File: src/rtl/a7_link_pkg.sv
// a7_link_pkg: shared constants, FSM states and command-frame builder for the
// single-wire byte link to the Spartan6/Artix7 busfsm.
package a7_link_pkg;
    localparam logic [7:0] OP_RD          = 8'h01;
    localparam logic [7:0] OP_WR          = 8'h02;
    localparam logic [7:0] STATUS_TIMEOUT = 8'hFF;
    localparam int         FRAME_BITS     = 10;
    localparam int         RSP_BYTES      = 3;

    typedef enum logic [2:0] {
        S_IDLE,
        S_TX_FRAME,
        S_TX_GAP,
        S_RX_WAIT,
        S_DONE
    } state_e;

    // Returns {last, byte} for command byte idx of a read (3 bytes) or write (5 bytes).
    function automatic logic [8:0] cmd_frame(input logic wr, input logic [15:0] addr,
                                             input logic [15:0] data, input logic [2:0] idx);
        logic [7:0] b;
        b = (idx == 3'd0) ? (wr ? OP_WR : OP_RD) :
            (idx == 3'd1) ? addr[15:8] :
            (idx == 3'd2) ? addr[7:0] :
            (idx == 3'd3) ? data[15:8] : data[7:0];
        return {idx == (wr ? 3'd4 : 3'd2), b};
    endfunction
endpackage

File: src/rtl/a7_frame_rx.sv
// a7_frame_rx: registers the link input, hunts for a start bit and captures the
// following 9 bits (last flag + byte MSB first); valid_o pulses with the final bit.
module a7_frame_rx
    import a7_link_pkg::*;
(
    input  logic       clk,
    input  logic       rst,
    input  logic       serial_i,
    output logic       valid_o,
    output logic       last_o,
    output logic [7:0] byte_o
);
    logic       sin_q;
    logic       busy_q;
    logic [3:0] cnt_q;
    logic [7:0] sh_q;

    always_ff @(posedge clk) begin
        if (rst) begin
            sin_q  <= 1'b0;
            busy_q <= 1'b0;
            cnt_q  <= '0;
            sh_q   <= '0;
        end else begin
            sin_q <= serial_i;
            if (!busy_q) begin
                busy_q <= sin_q;
                cnt_q  <= '0;
            end else begin
                sh_q  <= {sh_q[6:0], sin_q};
                cnt_q <= cnt_q + 4'd1;
                if (cnt_q == 4'(FRAME_BITS - 2))
                    busy_q <= 1'b0;
            end
        end
    end

    // The final bit is consumed straight from the input register, so the next
    // start bit may follow with no gap.
    assign valid_o = busy_q && (cnt_q == 4'(FRAME_BITS - 2));
    assign last_o  = sh_q[7];
    assign byte_o  = {sh_q[6:0], sin_q};
endmodule

File: src/rtl/a7_bus_master.sv
// a7_bus_master: serialises one 16-bit bus read/write into framed bytes on the
// single-wire link and assembles the reply into read data and status.
module a7_bus_master
    import a7_link_pkg::*;
#(
    parameter int GAP     = 2,
    parameter int TIMEOUT = 1023
) (
    input  logic        clk,
    input  logic        rst,
    input  logic        req_valid,
    output logic        req_ready,
    input  logic        req_wr,
    input  logic [15:0] req_addr,
    input  logic [15:0] req_wrdata,
    output logic        rsp_valid,
    output logic [15:0] rsp_rddata,
    output logic [7:0]  rsp_status,
    output logic        rsp_timeout,
    output logic        serial_out,
    input  logic        serial_in,
    output logic [15:0] frames_sent,
    output logic [15:0] frames_rcvd
);
    state_e      state_q;
    logic        req_ready_q, serial_out_q, rsp_valid_q, rsp_timeout_q, wr_q;
    logic [8:0]  sh_q;
    logic [9:0]  cnt_q;
    logic [2:0]  idx_q;
    logic [15:0] addr_q, data_q, rsp_rddata_q, frames_sent_q, frames_rcvd_q;
    logic [7:0]  rsp_status_q;
    logic [8*(RSP_BYTES-1)-1:0] rx_q;
    logic [8*RSP_BYTES-1:0]     rx_d;
    logic        rx_valid, rx_last, cur_last;
    logic [7:0]  rx_byte;
    logic [8:0]  nxt_frame;

    a7_frame_rx u_rx (
        .clk      (clk),
        .rst      (rst),
        .serial_i (serial_in),
        .valid_o  (rx_valid),
        .last_o   (rx_last),
        .byte_o   (rx_byte)
    );

    // Reply window keeps the newest RSP_BYTES bytes: {hi, lo, status}.
    assign rx_d      = {rx_q, rx_byte};
    assign cur_last  = idx_q == (wr_q ? 3'd4 : 3'd2);
    assign nxt_frame = cmd_frame(wr_q, addr_q, data_q, idx_q + 3'd1);

    always_ff @(posedge clk) begin
        if (rst) begin
            state_q       <= S_IDLE;
            req_ready_q   <= 1'b1;
            serial_out_q  <= 1'b0;
            sh_q          <= '0;
            cnt_q         <= '0;
            idx_q         <= '0;
            wr_q          <= 1'b0;
            addr_q        <= '0;
            data_q        <= '0;
            rx_q          <= '0;
            rsp_valid_q   <= 1'b0;
            rsp_rddata_q  <= '0;
            rsp_status_q  <= '0;
            rsp_timeout_q <= 1'b0;
            frames_sent_q <= '0;
            frames_rcvd_q <= '0;
        end else begin
            rsp_valid_q <= 1'b0;
            if (rx_valid)
                frames_rcvd_q <= frames_rcvd_q + 16'd1;
            case (state_q)
                S_IDLE: if (req_valid && req_ready_q) begin
                    state_q                <= S_TX_FRAME;
                    req_ready_q            <= 1'b0;
                    wr_q                   <= req_wr;
                    addr_q                 <= req_addr;
                    data_q                 <= req_wrdata;
                    rx_q                   <= '0;
                    idx_q                  <= '0;
                    cnt_q                  <= '0;
                    {serial_out_q, sh_q}   <= {1'b1, cmd_frame(req_wr, req_addr, req_wrdata, 3'd0)};
                    frames_sent_q          <= frames_sent_q + 16'd1;
                end
                S_TX_FRAME: begin
                    {serial_out_q, sh_q} <= {sh_q, 1'b0};
                    cnt_q                <= cnt_q + 10'd1;
                    if (cnt_q == 10'(FRAME_BITS - 2)) begin
                        state_q <= S_TX_GAP;
                        cnt_q   <= '0;
                    end
                end
                S_TX_GAP: if (cnt_q == 10'(GAP)) begin
                    cnt_q <= '0;
                    if (cur_last) begin
                        state_q      <= S_RX_WAIT;
                        serial_out_q <= 1'b0;
                    end else begin
                        state_q              <= S_TX_FRAME;
                        idx_q                <= idx_q + 3'd1;
                        {serial_out_q, sh_q} <= {1'b1, nxt_frame};
                        frames_sent_q        <= frames_sent_q + 16'd1;
                    end
                end else begin
                    serial_out_q <= 1'b0;
                    cnt_q        <= cnt_q + 10'd1;
                end
                S_RX_WAIT: begin
                    cnt_q <= cnt_q + 10'd1;
                    if (rx_valid)
                        rx_q <= rx_d[8*(RSP_BYTES-1)-1:0];
                    // A completing frame takes priority over a coincident timeout.
                    if (rx_valid && rx_last) begin
                        state_q       <= S_DONE;
                        rsp_valid_q   <= 1'b1;
                        rsp_rddata_q  <= rx_d[23:8];
                        rsp_status_q  <= rx_d[7:0];
                        rsp_timeout_q <= 1'b0;
                    end else if (cnt_q == 10'(TIMEOUT - 1)) begin
                        state_q       <= S_DONE;
                        rsp_valid_q   <= 1'b1;
                        rsp_rddata_q  <= '0;
                        rsp_status_q  <= STATUS_TIMEOUT;
                        rsp_timeout_q <= 1'b1;
                    end
                end
                S_DONE: begin
                    state_q     <= S_IDLE;
                    req_ready_q <= 1'b1;
                end
                default: state_q <= S_IDLE;
            endcase
        end
    end

    assign req_ready   = req_ready_q & ~rst;
    assign rsp_valid   = rsp_valid_q;
    assign rsp_rddata  = rsp_rddata_q;
    assign rsp_status  = rsp_status_q;
    assign rsp_timeout = rsp_timeout_q;
    assign serial_out  = serial_out_q;
    assign frames_sent = frames_sent_q;
    assign frames_rcvd = frames_rcvd_q;
endmodule

File: config.mk
export PLATFORM = sky130hd
export DESIGN_NAME = a7_bus_master
export DESIGN_NICKNAME = d
export VERILOG_FILES = /design/src/rtl/a7_link_pkg.sv /design/src/rtl/a7_frame_rx.sv /design/src/rtl/a7_bus_master.sv
export SDC_FILE = /design/constraint.sdc
export NUM_CORES = 1
export LEC_CHECK = 0
export ABC_AREA = 1
export BUFFER_PORTS_ARGS = -buffer_cell sky130_fd_sc_hd__clkbuf_2
export CELL_PAD_IN_SITES_DETAIL_PLACEMENT = 1
export CELL_PAD_IN_SITES_GLOBAL_PLACEMENT = 1
export CORE_ASPECT_RATIO = 0.7
export CORE_MARGIN = 5
export CORE_UTILIZATION = 41
export DETAILED_ROUTE_END_ITERATION = 6
export PLACE_DENSITY = 0.79
export SYNTH_ARGS = -nofsm -noshare
export SYNTH_HDL_FRONTEND = slang
export SYNTH_SLANG_ARGS = --single-unit
export TNS_END_PERCENT = 10
File: constraint.sdc
create_clock -name clk -period 2.5 [get_ports clk]
set_input_delay 0.375 -clock clk [delete_from_list [all_inputs] [get_ports clk]]
set_output_delay 0.375 -clock clk [all_outputs]
set_load 0.005 [all_outputs]
# Word level (Yosys, flattened, before mapping)
# Cells that the tools add are included.
# Widths: inputs -> output; s select.
[word_totals]
ff_bits = 148
out_inout_bits = 60
word_cells = 121
input_bits = 37
[classes]
n_bitwise = 4
eq_ne = 19
addsub = 5
n_reduce_logical = 23
muxes = 50
[ops]
columns = ["op", "n"]
rows = [
  ["$mux 16", 7],
  ["$pmux 16 s2", 2],
  ["$mux 8", 6],
  ["$pmux 10 s4", 1],
  ["$add 16x1->16 const B", 2],
  ["$mux 10", 3],
  ["$mux 3", 10],
  ["$mux 9", 3],
  ["$pmux 9 s3", 1],
  ["$eq 3x2->1 const B", 4],
  ["$pmux 3 s4", 1],
  ["$reduce_and 4->1", 3],
  ["$add 10x1->10 const B", 1],
  ["$eq 10x10->1 const B", 1],
  ["$eq 10x2->1 const B", 1],
  ["$eq 10x4->1 const B", 1],
  ["$mux 1", 10],
  ["$ne 2x2->1 const B", 5],
  ["$reduce_and 2->1", 5],
  ["$logic_not 3->1", 3],
  ["$reduce_bool 2->1", 4],
  ["$eq 3x1->1 const B", 2],
  ["$eq 3x3->1", 2],
  ["$mux 2", 3],
  ["other kinds (15)", 20],
]

# Logic depth before layout (Yosys ltp)
# Gate-level depths: netlist of run 1.
[logic_depth]
ltp_word = 9
mapped_depth = 12
mapped_depth_nobuf = 11

# By module
# A second synthesis of run 1 with hierarchy kept.
[hier_totals]
cells_unflattened = 964
area_unflattened_um2 = 6885.4
[modules_own_cells]
columns = ["module", "cells_each", "instances", "seq_area_each_um2", "area_per_inst_um2"]
rows = [
  ["a7_bus_master", 900, 1, 2682.6, 6309.8],
  ["a7_frame_rx", 64, 1, 280.3, 575.6],
]

# Worst setup path after synthesis of run 1
# OpenSTA, ideal clock, no wires.
[synth_path]
path_kind = "register -> register"
startpoint = "register idx_q[0]"
endpoint = "register sh_q[1]"
setup_slack_ns = 0.767
synth_period_minus_slack_ns = 1.733
setup_ns = 0.111
n_path_buf = 1
arrival_ns = 1.622
path_stages_with_launch = 13
required_time_ns = 2.389
cell_sequence = "dfxtp_1 -> ha_1 -> ha_1 -> inv_1 -> nand2_1 -> clkbuf_1 -> o21ai_0 -> inv_1 -> nand2_1 -> nand2_1 -> a21oi_1 -> nor2_1 -> nor2_1"
[synth_between]
elab_chain_len = 9
elab_cells_between_ends = 15
classes_between = "1 x add/sub; 5 x eq/ne; 7 x mux; 2 x reduce/logical"
[synth_lines]
columns = ["item", "line", "text"]
rows = [
  ["start, declared", "a7_bus_master.sv:29", "logic [2:0] idx_q;"],
  ["start signal, assigned", "a7_bus_master.sv:102", "idx_q <= idx_q + 3'd1;"],
  ["$add 3x1->3", "a7_bus_master.sv:50", "assign nxt_frame = cmd_frame(wr_q, addr_q, data_q, idx_q + 3'd1);"],
  ["$eq 3x2->1", "a7_link_pkg.sv:25", "(idx == 3'd3) ? data[15:8] : data[7:0];"],
  ["$mux 8", "a7_link_pkg.sv:25", ""],
  ["$mux 8", "a7_link_pkg.sv:24", "(idx == 3'd2) ? addr[7:0] :"],
  ["$mux 8", "a7_link_pkg.sv:23", "(idx == 3'd1) ? addr[15:8] :"],
  ["$mux 8", "a7_link_pkg.sv:22", "b = (idx == 3'd0) ? (wr ? OP_WR : OP_RD) :"],
  ["$mux 9", "a7_bus_master.sv:97", "if (cur_last) begin"],
  ["$mux 9", "a7_bus_master.sv:95", "S_TX_GAP: if (cnt_q == 10'(GAP)) begin"],
  ["$pmux 9 s3", "a7_bus_master.sv:74", "case (state_q)"],
  ["end signal, assigned", "a7_bus_master.sv:84", "{serial_out_q, sh_q} <= {1'b1, cmd_frame(req_wr, req_addr, req_wrdata, 3'd0)};"],
  ["end signal, assigned", "a7_bus_master.sv:88", "{serial_out_q, sh_q} <= {sh_q, 1'b0};"],
  ["end signal, assigned", "a7_bus_master.sv:103", "{serial_out_q, sh_q} <= {1'b1, nxt_frame};"],
  ["end, declared", "a7_bus_master.sv:27", "logic [8:0] sh_q;"],
]
# Several ways; a longest one is shown, not always the timed one. The select of a mux whose other input is x is not followed.
# A chain may end at the register's enable or synchronous reset.

# Worst setup path in the final report of run 1
[layout_path]
startpoint = "register idx_q[0]"
endpoint = "register sh_q[6]"
# The elaborated chain is that of the path after synthesis.

==> results.yml, run 1 <==
timing:
  final.min_clock_period_ns: 2.30
  max_freq_ghz: 0.435
  finalHoldViolations: 0
  rsz0062_at_grt: "no"
  timing.final.ws_setup_ns: 0.202
  largest_clock_skew_in_the_final_design_ns: 0.00924
  post-route-period-util_pct: 91.9
  finalMaxSlewViolations: 0
  setup_tns_ns: 0
  setup-violations-final: 0
  worst_slew_pin_slew_ns: 0.848
  max-slew-margin-rel_pct: 43.4
global_routing:
  grt_pass1_vias: 6939
  grt_max_degree: 62
  grt_first_pass_wirelength_um: 35200
  overflow: 0
  antenna_found_initial: 0
  global_route.usage.total_pct: 21.3
layout:
  area_growth_pct: 19.4
  antenna_cells_inserted: 0
  final_common_cell: "sky130_fd_sc_hd__nand2_1"
  nFillCells: 2154
  multiInputGateArea_mm2: 0.00335
  final_nets: 1135
  seq_area_mm2: 0.00296
  layout_common_cells: "219 x sky130_fd_sc_hd__nand2_1, 148 x sky130_fd_sc_hd__dfxtp_1, 138 x sky130_fd_sc_hd__nor2_1"
  final_layout_size_suffix_gt1_share_pct: 15.2
clock_network:
  clk_latency_ns: 0.43
  cts_setup_buffers: 0
  buffers_from_clock_root_to_sink_at_most: 2
  cts_inserted_buffers: 17
  post_cts_clock_slew_at_the_launch_and_capture_registers_of_the_worst_setup_and_hold_paths_ns: 0.06
  cts-root-buf: "sky130_fd_sc_hd__clkbuf_16"
  cts-htree-levels: 4
  cts_resized: 0
  cts_hold_buf: 0
  clock_sinks: 148
  cts_tree: "yes"
drt:
  via_per_inst: 5.11
  wl_per_cell_um: 15.7
  detail_route.wirelength_um: 20800
  drt_iter0_drc: 384
  drc_errors: 0
  route.vias.total: 6764
  detail-route-antenna-nets: 0
  dr.pass1.iters: 4
critical_path:
  maximum_fanout_along_the_worst_path: 16
  max_stage_delay_ns: 0.37
  cp.required_ns: 2.82
  cp_num_buf_inv: 1
  cp.arrival_ns: 2.62
  worstSetupEndpointType: "register"
  critPathMostFrequentCell: "sky130_fd_sc_hd__nand2_1"
  timing.critical_path.cells: "ha_1, ha_1, inv_1, nand2_1, nand3_1, o211ai_1, nand2_1, nand2_1, nor2_1, nor2_1"
  worst-setup-path-type: "reg -> reg"
  startpoint_type: "register"
  worst_path_dominant_cell_family: "simple AND/OR/NAND/NOR gates"
  critical-path-slowest-cell: "sky130_fd_sc_hd__dfxtp_1"
synthesis:
  syn_nets: 1049
  synthFlopType: "sky130_fd_sc_hd__dfxtp_1"
  yosysWarningCount: 0
  post_synthesis_mean_instance_area_um2: 6.95
  syn_area_mm2: 0.00695
  postSynthRegisterBits: 148
  synth_edf_count: 0
  seq_area_frac_synth_pct: 42.6
  synth.distinct_cells: 34
  synth_async_sr_flop_share_pct: 0
  netlist_instances: 1000
job:
  maxcap_violations: 0
die:
  dieHeight_um: 119
  floorplan_die_width_um: 166
  floorplan_row_count: 39
  ports_placed_on_the_boundary: 97
  die-area_mm2: 0.0197
  core_mm2: 0.0165
  starting_density_pct: 42.1
pwr:
  leakage_power_total_nw: 3.49
  worst_ir_drop_vdd_mv: 0.537
  power.density_mw_per_mm2: 1030
placed_design:
  detailedPlacementHpwl_um: 14300
  gp_routability_congestion: 0.826
  preCtsSetupSlack_ns: 0.332
  count_of_buffers_inserted_at_the_top_level_ports: 96
status:
  run_status: "finished clean"
worst_hold_path:
  hold_path.class: "in -> reg"
[worst paths after layout]
check	slack, ns	start	endpoint	cells past startpoint
hold reg to reg	0.46	addr_q[13]	addr_q[13]	2
hold / removal	0.13	serial_in	u_rx.sin_q	3
setup / recovery	0.20	idx_q[0]	sh_q[6]	10
setup reg to reg	0.20	idx_q[0]	sh_q[6]	10
[cell type report]
class                      instances  area share [%]
clock buffer                      18            5.17
clock inverter                    14            2.98
inverter                         111            5.08
multi-input combinational        699            40.4
tap                              225            3.39
sequential                       148            35.7
timing repair buffer             109            7.27
[cells in the mapped netlist, types with 2 or more instances]
master                     instances  area [um2]
sky130_fd_sc_hd__nand2_1         219         822
sky130_fd_sc_hd__dfxtp_1         148        2960
sky130_fd_sc_hd__nor2_1          138         518
sky130_fd_sc_hd__a21oi_1         106         531
sky130_fd_sc_hd__inv_1           103         387
sky130_fd_sc_hd__o21ai_0          74         370
sky130_fd_sc_hd__nand3_1          60         300
sky130_fd_sc_hd__clkbuf_1         25        93.8
sky130_fd_sc_hd__o21ai_1          17        85.1
sky130_fd_sc_hd__o211ai_1         15         113
sky130_fd_sc_hd__ha_1             12         150
sky130_fd_sc_hd__nand4_1          11        68.8
sky130_fd_sc_hd__buf_2            10        50.1
sky130_fd_sc_hd__xor2_1            8        70.1
sky130_fd_sc_hd__nor3_1            7        35.0
sky130_fd_sc_hd__xnor2_1           7        61.3
sky130_fd_sc_hd__buf_6             4        45.0
sky130_fd_sc_hd__inv_2             4        15.0
sky130_fd_sc_hd__nand2_2           4        25.0
sky130_fd_sc_hd__nand3_2           4        40.0
sky130_fd_sc_hd__nor2_4            4        45.0
sky130_fd_sc_hd__buf_4             3        22.5
sky130_fd_sc_hd__nor2_2            3        18.8
sky130_fd_sc_hd__a211oi_1          2        15.0
sky130_fd_sc_hd__a21oi_4           2        32.5
sky130_fd_sc_hd__clkinv_2          2        10.0
[report_power, final]
part / leakage [nW] / switching (mW) / internal (mW)
clock: 0.327 / 1.11 / 1.89
sequential: 1.21 / 0.228 / 2.75
combinational: 1.96 / 1.84 / 0.749
[through the flow]
step                cells  power (mW)  util, %  hold WS [ns]  instance area (um2)
floorplan            1000        4.90        -         0.425                 6950
global placement     1292        5.48     46.2         0.437                 7620
detailed placement   1292        5.55     46.2         0.450                 7620
CTS                  1324        8.59     50.3         0.121                 8300
global route         1324        9.07     50.3         0.140                 8300
finish               1324        8.56     50.3         0.133                 8300
[state kept, by name, indices dropped and copies added (netlist names), 3 cells and up]
signal / count
frames_sent: 16
sh_q: 9
idx_q: 3
u_rx.cnt_q: 4
cnt_q: 10
rsp_status: 8
addr_q: 16
frames_rcvd: 16
rsp_rddata: 16
u_rx.sh_q: 8
rx_q: 16
state_q: 3
data_q: 16
[routing by layer]
metal	global-route usage [%]	part of all wire [%]
met1	30.2	52
met2	33.4	44
met3	4.07	3.2
met4	5.72	0.98
met5	0	0
[tightest hold or removal path, stage by stage]
cell and delay (ns):
sky130_fd_sc_hd__clkbuf_2 0.08, sky130_fd_sc_hd__inv_1 0.04, sky130_fd_sc_hd__nor2_1 0.03
[logic make-up after synthesis]
family / share of synthesized area, %
fa+ha+maj: 2.16
xor+xnor: 1.89
flops: 42.6
compound gates: 16.7
buf+inv: 9.11
simple gates: 27.5
(Power assumes the default switching activity.)
==> inputs of run 2 (changes only) <==
Settings changed: CORE_ASPECT_RATIO 0.7 to default.
==> run 2 against run 1 <==
Effect of this change:
- register-to-register slack better by 0.14 ns
- count of clock-buffer cells in the layout up 2
- wire length down 7.3%
- sequential power about the same
- non-clock buffer count down 2
- die area down 0.21%
- setup slack better by 0.14 ns
- cell count down 0.53%
- critical path depth unchanged
- critical endpoint is now sh_q[7]
- highest routed layer unchanged
==> results.yml, run 2 (synthesis gave the netlist of run 1 again) <==
status:
  run_status: "finished clean"
timing:
  post-route-period-util_pct: 86.2
  finalHoldViolations: 0
  max-slew-margin-rel_pct: 44.4
  final.min_clock_period_ns: 2.16
  worst_slew_pin_slew_ns: 0.832
  max_freq_ghz: 0.464
  setup-violations-final: 0
  rsz0062_at_grt: "no"
  largest_clock_skew_in_the_final_design_ns: 0.00967
  finalMaxSlewViolations: 0
  setup_tns_ns: 0
layout:
  layout_common_cells: "218 x sky130_fd_sc_hd__nand2_1, 148 x sky130_fd_sc_hd__dfxtp_1, 138 x sky130_fd_sc_hd__nor2_1"
  antenna_cells_inserted: 0
  nFillCells: 2232
  area_growth_pct: 17.5
  final_nets: 1133
  final_layout_size_suffix_gt1_share_pct: 15.0
  final_core_utilization_pct: 49.3
  multiInputGateArea_mm2: 0.00336
  final_common_cell: "sky130_fd_sc_hd__nand2_1"
  seq_area_mm2: 0.00296
pwr:
  power.density_mw_per_mm2: 971
  worst_ir_drop_vdd_mv: 0.637
  internal_power_mw: 4.96
  power_frac_clock_pct: 31.8
  power.switching_mw: 2.98
  comb_power_share_pct: 30.8
  leakage_power_total_nw: 3.43
  seqPwrFrac_pct: 37.3
  swShare_pct: 37.5
critical_path:
  worstSetupEndpointType: "register"
  worst_path_dominant_cell_family: "simple AND/OR/NAND/NOR gates"
  cp.arrival_ns: 2.48
  critical-path-slowest-cell: "sky130_fd_sc_hd__nor2_1"
  cp_num_buf_inv: 0
  worst-setup-path-type: "reg -> reg"
  startpoint_type: "register"
  timing.critical_path.cells: "ha_1, ha_1, nor2_1, nand2_1, nand3_1, o211ai_1, nand2_1, nand2_1, nor2_1, nor2_1"
  maximum_fanout_along_the_worst_path: 7
  cp.required_ns: 2.82
  max_stage_delay_ns: 0.49
drt:
  detail-route-antenna-nets: 0
  dr.pass1.iters: 4
  route.vias.total: 6635
  drc_errors: 0
  wl_per_cell_um: 14.6
  via_per_inst: 5.04
  detail_route.wirelength_um: 19300
  drt_iter0_drc: 254
clock_network:
  post_cts_clock_slew_at_the_launch_and_capture_registers_of_the_worst_setup_and_hold_paths_ns: 0.06
  cts-root-buf: "sky130_fd_sc_hd__clkbuf_16"
  cts_tree: "yes"
  clock_sinks: 148
  cts_inserted_buffers: 17
  buffers_from_clock_root_to_sink_at_most: 2
  cts-htree-levels: 4
  clk_latency_ns: 0.43
die:
  ports_placed_on_the_boundary: 97
  core_mm2: 0.0166
  die-area_mm2: 0.0197
  floorplan_die_width_um: 140
  dieHeight_um: 140
  starting_density_pct: 41.9
  floorplan_row_count: 47
global_routing:
  antenna_found_initial: 0
  global_route.usage.total_pct: 19.7
  grt_max_degree: 97
  overflow: 0
  grt_pass1_vias: 6609
  grt_first_pass_wirelength_um: 32500
worst_hold_path:
  hold_path.class: "in -> reg"
placed_design:
  gp_routability_congestion: 0.802
  detailedPlacementHpwl_um: 13500
  count_of_buffers_inserted_at_the_top_level_ports: 96
job:
  maxcap_violations: 0
## run 2: cell types whose count changed in the layout (fill, tap and decap cells not counted), sizes merged
cell	before	now
clkinv	6	9
bufinv	6	2
buf	13	11
clkbuf	114	116
clkinvlp	1	2
inv	112	110
## run 2: worst paths after layout
kind           endpoint  depth (start not counted)  startpoint  slack, ns
max             sh_q[7]                         10    idx_q[0]       0.34
min          u_rx.sin_q                          3   serial_in       0.15
max reg2reg     sh_q[7]                         10    idx_q[0]       0.34
min reg2reg   addr_q[1]                          2   addr_q[1]       0.45
## run 2: cell type report
class | instances | share of cell area (%)
multi-input combinational | 699 | 41.1
sequential | 148 | 36.3
clock buffer | 20 | 5.47
inverter | 111 | 5.16
tap | 220 | 3.37
timing repair buffer | 107 | 7.05
clock inverter | 12 | 1.59
## run 2: power groups by stage
stage                     clock, mW  sequential [mW]  combinational [mW]
after floorplan                   0             2.94                1.95
after global placement            0             2.99                2.41
after detailed placement          0             3.01                2.45
after CTS                      2.57             2.96                2.48
after global routing           2.67             3.01                2.79
final                          2.52             2.96                2.45
## run 2: routing by layer
metal	GRT usage, %	share of wire (%)	wire (um)
met1	26.1	48	9300
met2	33.1	48	9170
met3	3.68	3.1	601
met4	5.00	1.0	195
met5	0	0	0
## run 2: what timing repair did
action / in CTS / in global routing
setup buffers: 0 / 0
setup endpoints to repair: 0 / 1
hold buffers: 0 / 0
gates resized for setup: 0 / 1
## run 2: metrics by stage
step / std cells / worst slack (ns) / hold WS (ns) / power (mW) / cell area, um2
after detailed placement: 1285 / 0.272 / 0.448 / 5.46 / 7590
after global routing: 1317 / 0.138 / 0.155 / 8.47 / 8170
after CTS: 1317 / 0.258 / 0.140 / 8.01 / 8170
after global placement: 1285 / 0.402 / 0.442 / 5.40 / 7590
final: 1317 / 0.345 / 0.148 / 7.93 / 8170
after floorplan: 1000 / 0.767 / 0.425 / 4.90 / 6950
## run 2: worst min-delay path, cell delays in order
cell	delay, ns
sky130_fd_sc_hd__clkbuf_2	0.08
sky130_fd_sc_hd__inv_1	0.04
sky130_fd_sc_hd__nor2_1	0.04
==> inputs of run 3 (changes only) <==
==> constraint.sdc (replaced) <==
create_clock -name clk -period 2.5 [get_ports clk]
set_input_delay 0.75 -clock clk [delete_from_list [all_inputs] [get_ports clk]]
set_output_delay 0.75 -clock clk [all_outputs]
set_load 0.005 [all_outputs]
==> run 3 against run 2 <==
Effect of this change:
- worst hold slack better by 0.31 ns
- count of clock-buffer cells in the layout is 2 lower
- sequential power hardly changed
- first-iteration DRC count is 7.5% higher
- power is 2.9% higher
- flip-flop and latch count stayed put
- register-to-register slack better by 0.07 ns
- clock power is 6% higher
==> results.yml, run 3 (synthesis gave the netlist of run 1 again) <==
pwr:
  seqPwrFrac_pct: 36.2
  leakage_power_total_nw: 3.50
  comb_power_share_pct: 31.2
  swShare_pct: 36.9
  power_frac_clock_pct: 32.6
  worst_ir_drop_vdd_mv: 0.563
  power.density_mw_per_mm2: 985
  power.switching_mw: 3.02
  internal_power_mw: 5.15
clock_network:
  cts_tree: "yes"
  cts-htree-levels: 4
  clock_sinks: 148
  cts_inserted_buffers: 17
  post_cts_clock_slew_at_the_launch_and_capture_registers_of_the_worst_setup_and_hold_paths_ns: 0.06
  cts_resized: 0
  cts-root-buf: "sky130_fd_sc_hd__clkbuf_16"
  clk_latency_ns: 0.43
  cts_hold_buf: 0
  buffers_from_clock_root_to_sink_at_most: 2
  cts_setup_buffers: 0
timing:
  worst_slew_pin_slew_ns: 0.486
  timing.final.ws_setup_ns: 0.413
  largest_clock_skew_in_the_final_design_ns: 0.0140
  finalHoldViolations: 0
  post-route-period-util_pct: 83.5
  final.min_clock_period_ns: 2.09
  finalMaxSlewViolations: 0
  rsz0062_at_grt: "no"
  setup-violations-final: 0
  setup_tns_ns: 0
  max-slew-margin-rel_pct: 67.4
  max_freq_ghz: 0.479
drt:
  wl_per_cell_um: 14.5
  detail_route.wirelength_um: 19200
  detail-route-antenna-nets: 0
  dr.pass1.iters: 4
  drc_errors: 0
  route.vias.total: 6669
  via_per_inst: 5.03
  drt_iter0_drc: 273
critical_path:
  cp.required_ns: 2.86
  worstSetupStartpoint: "idx_q[0]"
  worstReg2RegStart: "idx_q[0]"
  startpoint_type: "register"
  cp.arrival_ns: 2.45
  reg2reg_depth: 10
  worstSetupEndpointType: "register"
  maximum_fanout_along_the_worst_path: 11
  worst-setup-path-type: "reg -> reg"
global_routing:
  overflow: 0
  grt_max_degree: 48
  grt_pass1_vias: 6844
  global_route.usage.total_pct: 19.8
  grt_first_pass_wirelength_um: 32700
  antenna_found_initial: 0
layout:
  layout_common_cells: "219 x sky130_fd_sc_hd__nand2_1, 148 x sky130_fd_sc_hd__dfxtp_1, 138 x sky130_fd_sc_hd__nor2_1"
  final_common_cell: "sky130_fd_sc_hd__nand2_1"
  seq_area_mm2: 0.00296
  multiInputGateArea_mm2: 0.00335
  final-instance-count-excl-fill: 1327
  area_growth_pct: 19.3
  antenna_cells_inserted: 0
  final_layout_size_suffix_gt1_share_pct: 15.9
  final_nets: 1143
  final_core_utilization_pct: 50.0
  nFillCells: 2244
placed_design:
  gp_routability_congestion: 0.826
  dpl.cell_count: 1295
  detailedPlacementHpwl_um: 13700
  preCtsSetupSlack_ns: 0.442
  count_of_buffers_inserted_at_the_top_level_ports: 96
worst_hold_path:
  min-delay-start: "data_q[3]"
  min_path_cells: 2
  hold_path.class: "reg -> reg"
die:
  dieHeight_um: 140
  floorplan_row_count: 47
  die-area_mm2: 0.0197
  ports_placed_on_the_boundary: 97
  core_mm2: 0.0166
  floorplan_die_width_um: 140
  starting_density_pct: 41.9
status:
  run_status: "finished clean"
job:
  maxcap_violations: 0
## run 3: layer usage
metal,routed length (um),vias up,track usage (%)
met5,0,-,0
met4,227,0,5.46
met3,594,19,3.89
met2,9000,96,33.5
met1,9400,3134,25.7
li1,-,3420,-
## run 3: power by group through the flow
stage / Sequential, mW / Combinational (mW) / Clock (mW)
floorplan: 2.94 / 1.95 / 0
global placement: 2.99 / 2.51 / 0
detailed placement: 3.01 / 2.55 / 0
CTS: 2.96 / 2.58 / 2.72
global route: 3.00 / 2.90 / 2.82
finish: 2.96 / 2.54 / 2.66
## run 3: stage by stage
step | hold slack (ns) | cell area [um2] | total power, mW
after global placement | 0.439 | 7680 | 5.50
final | 0.454 | 8290 | 8.17
after global routing | 0.466 | 8290 | 8.72
after CTS | 0.456 | 8290 | 8.25
after floorplan | 0.425 | 6950 | 4.90
after detailed placement | 0.447 | 7680 | 5.55
## run 3: path summary, 6_finish.rpt
kind	endpoint	slack [ns]
worst max-delay path	sh_q[2]	0.41
worst min-delay path	data_q[3]	0.45
worst max register to register	sh_q[2]	0.41
worst min register to register	data_q[3]	0.45
## run 3: final cells by class
type | count | share of cell area [%]
clock buffer | 18 | 5.30
clock inverter | 14 | 2.11
inverter | 111 | 5.09
multi-input combinational | 699 | 40.5
sequential | 148 | 35.7
tap | 220 | 3.32
timing repair buffer | 117 | 8.00
## run 3: critical path, stage by stage, from the launching register on
cell and delay (ns):
sky130_fd_sc_hd__dfxtp_1 0.36, sky130_fd_sc_hd__ha_1 0.23, sky130_fd_sc_hd__ha_1 0.31, sky130_fd_sc_hd__inv_1 0.10
sky130_fd_sc_hd__nand2_1 0.30, sky130_fd_sc_hd__inv_1 0.18, sky130_fd_sc_hd__a21oi_1 0.25, sky130_fd_sc_hd__nand2_1 0.08
sky130_fd_sc_hd__nand2_1 0.06, sky130_fd_sc_hd__nor2_1 0.04, sky130_fd_sc_hd__nor2_1 0.10
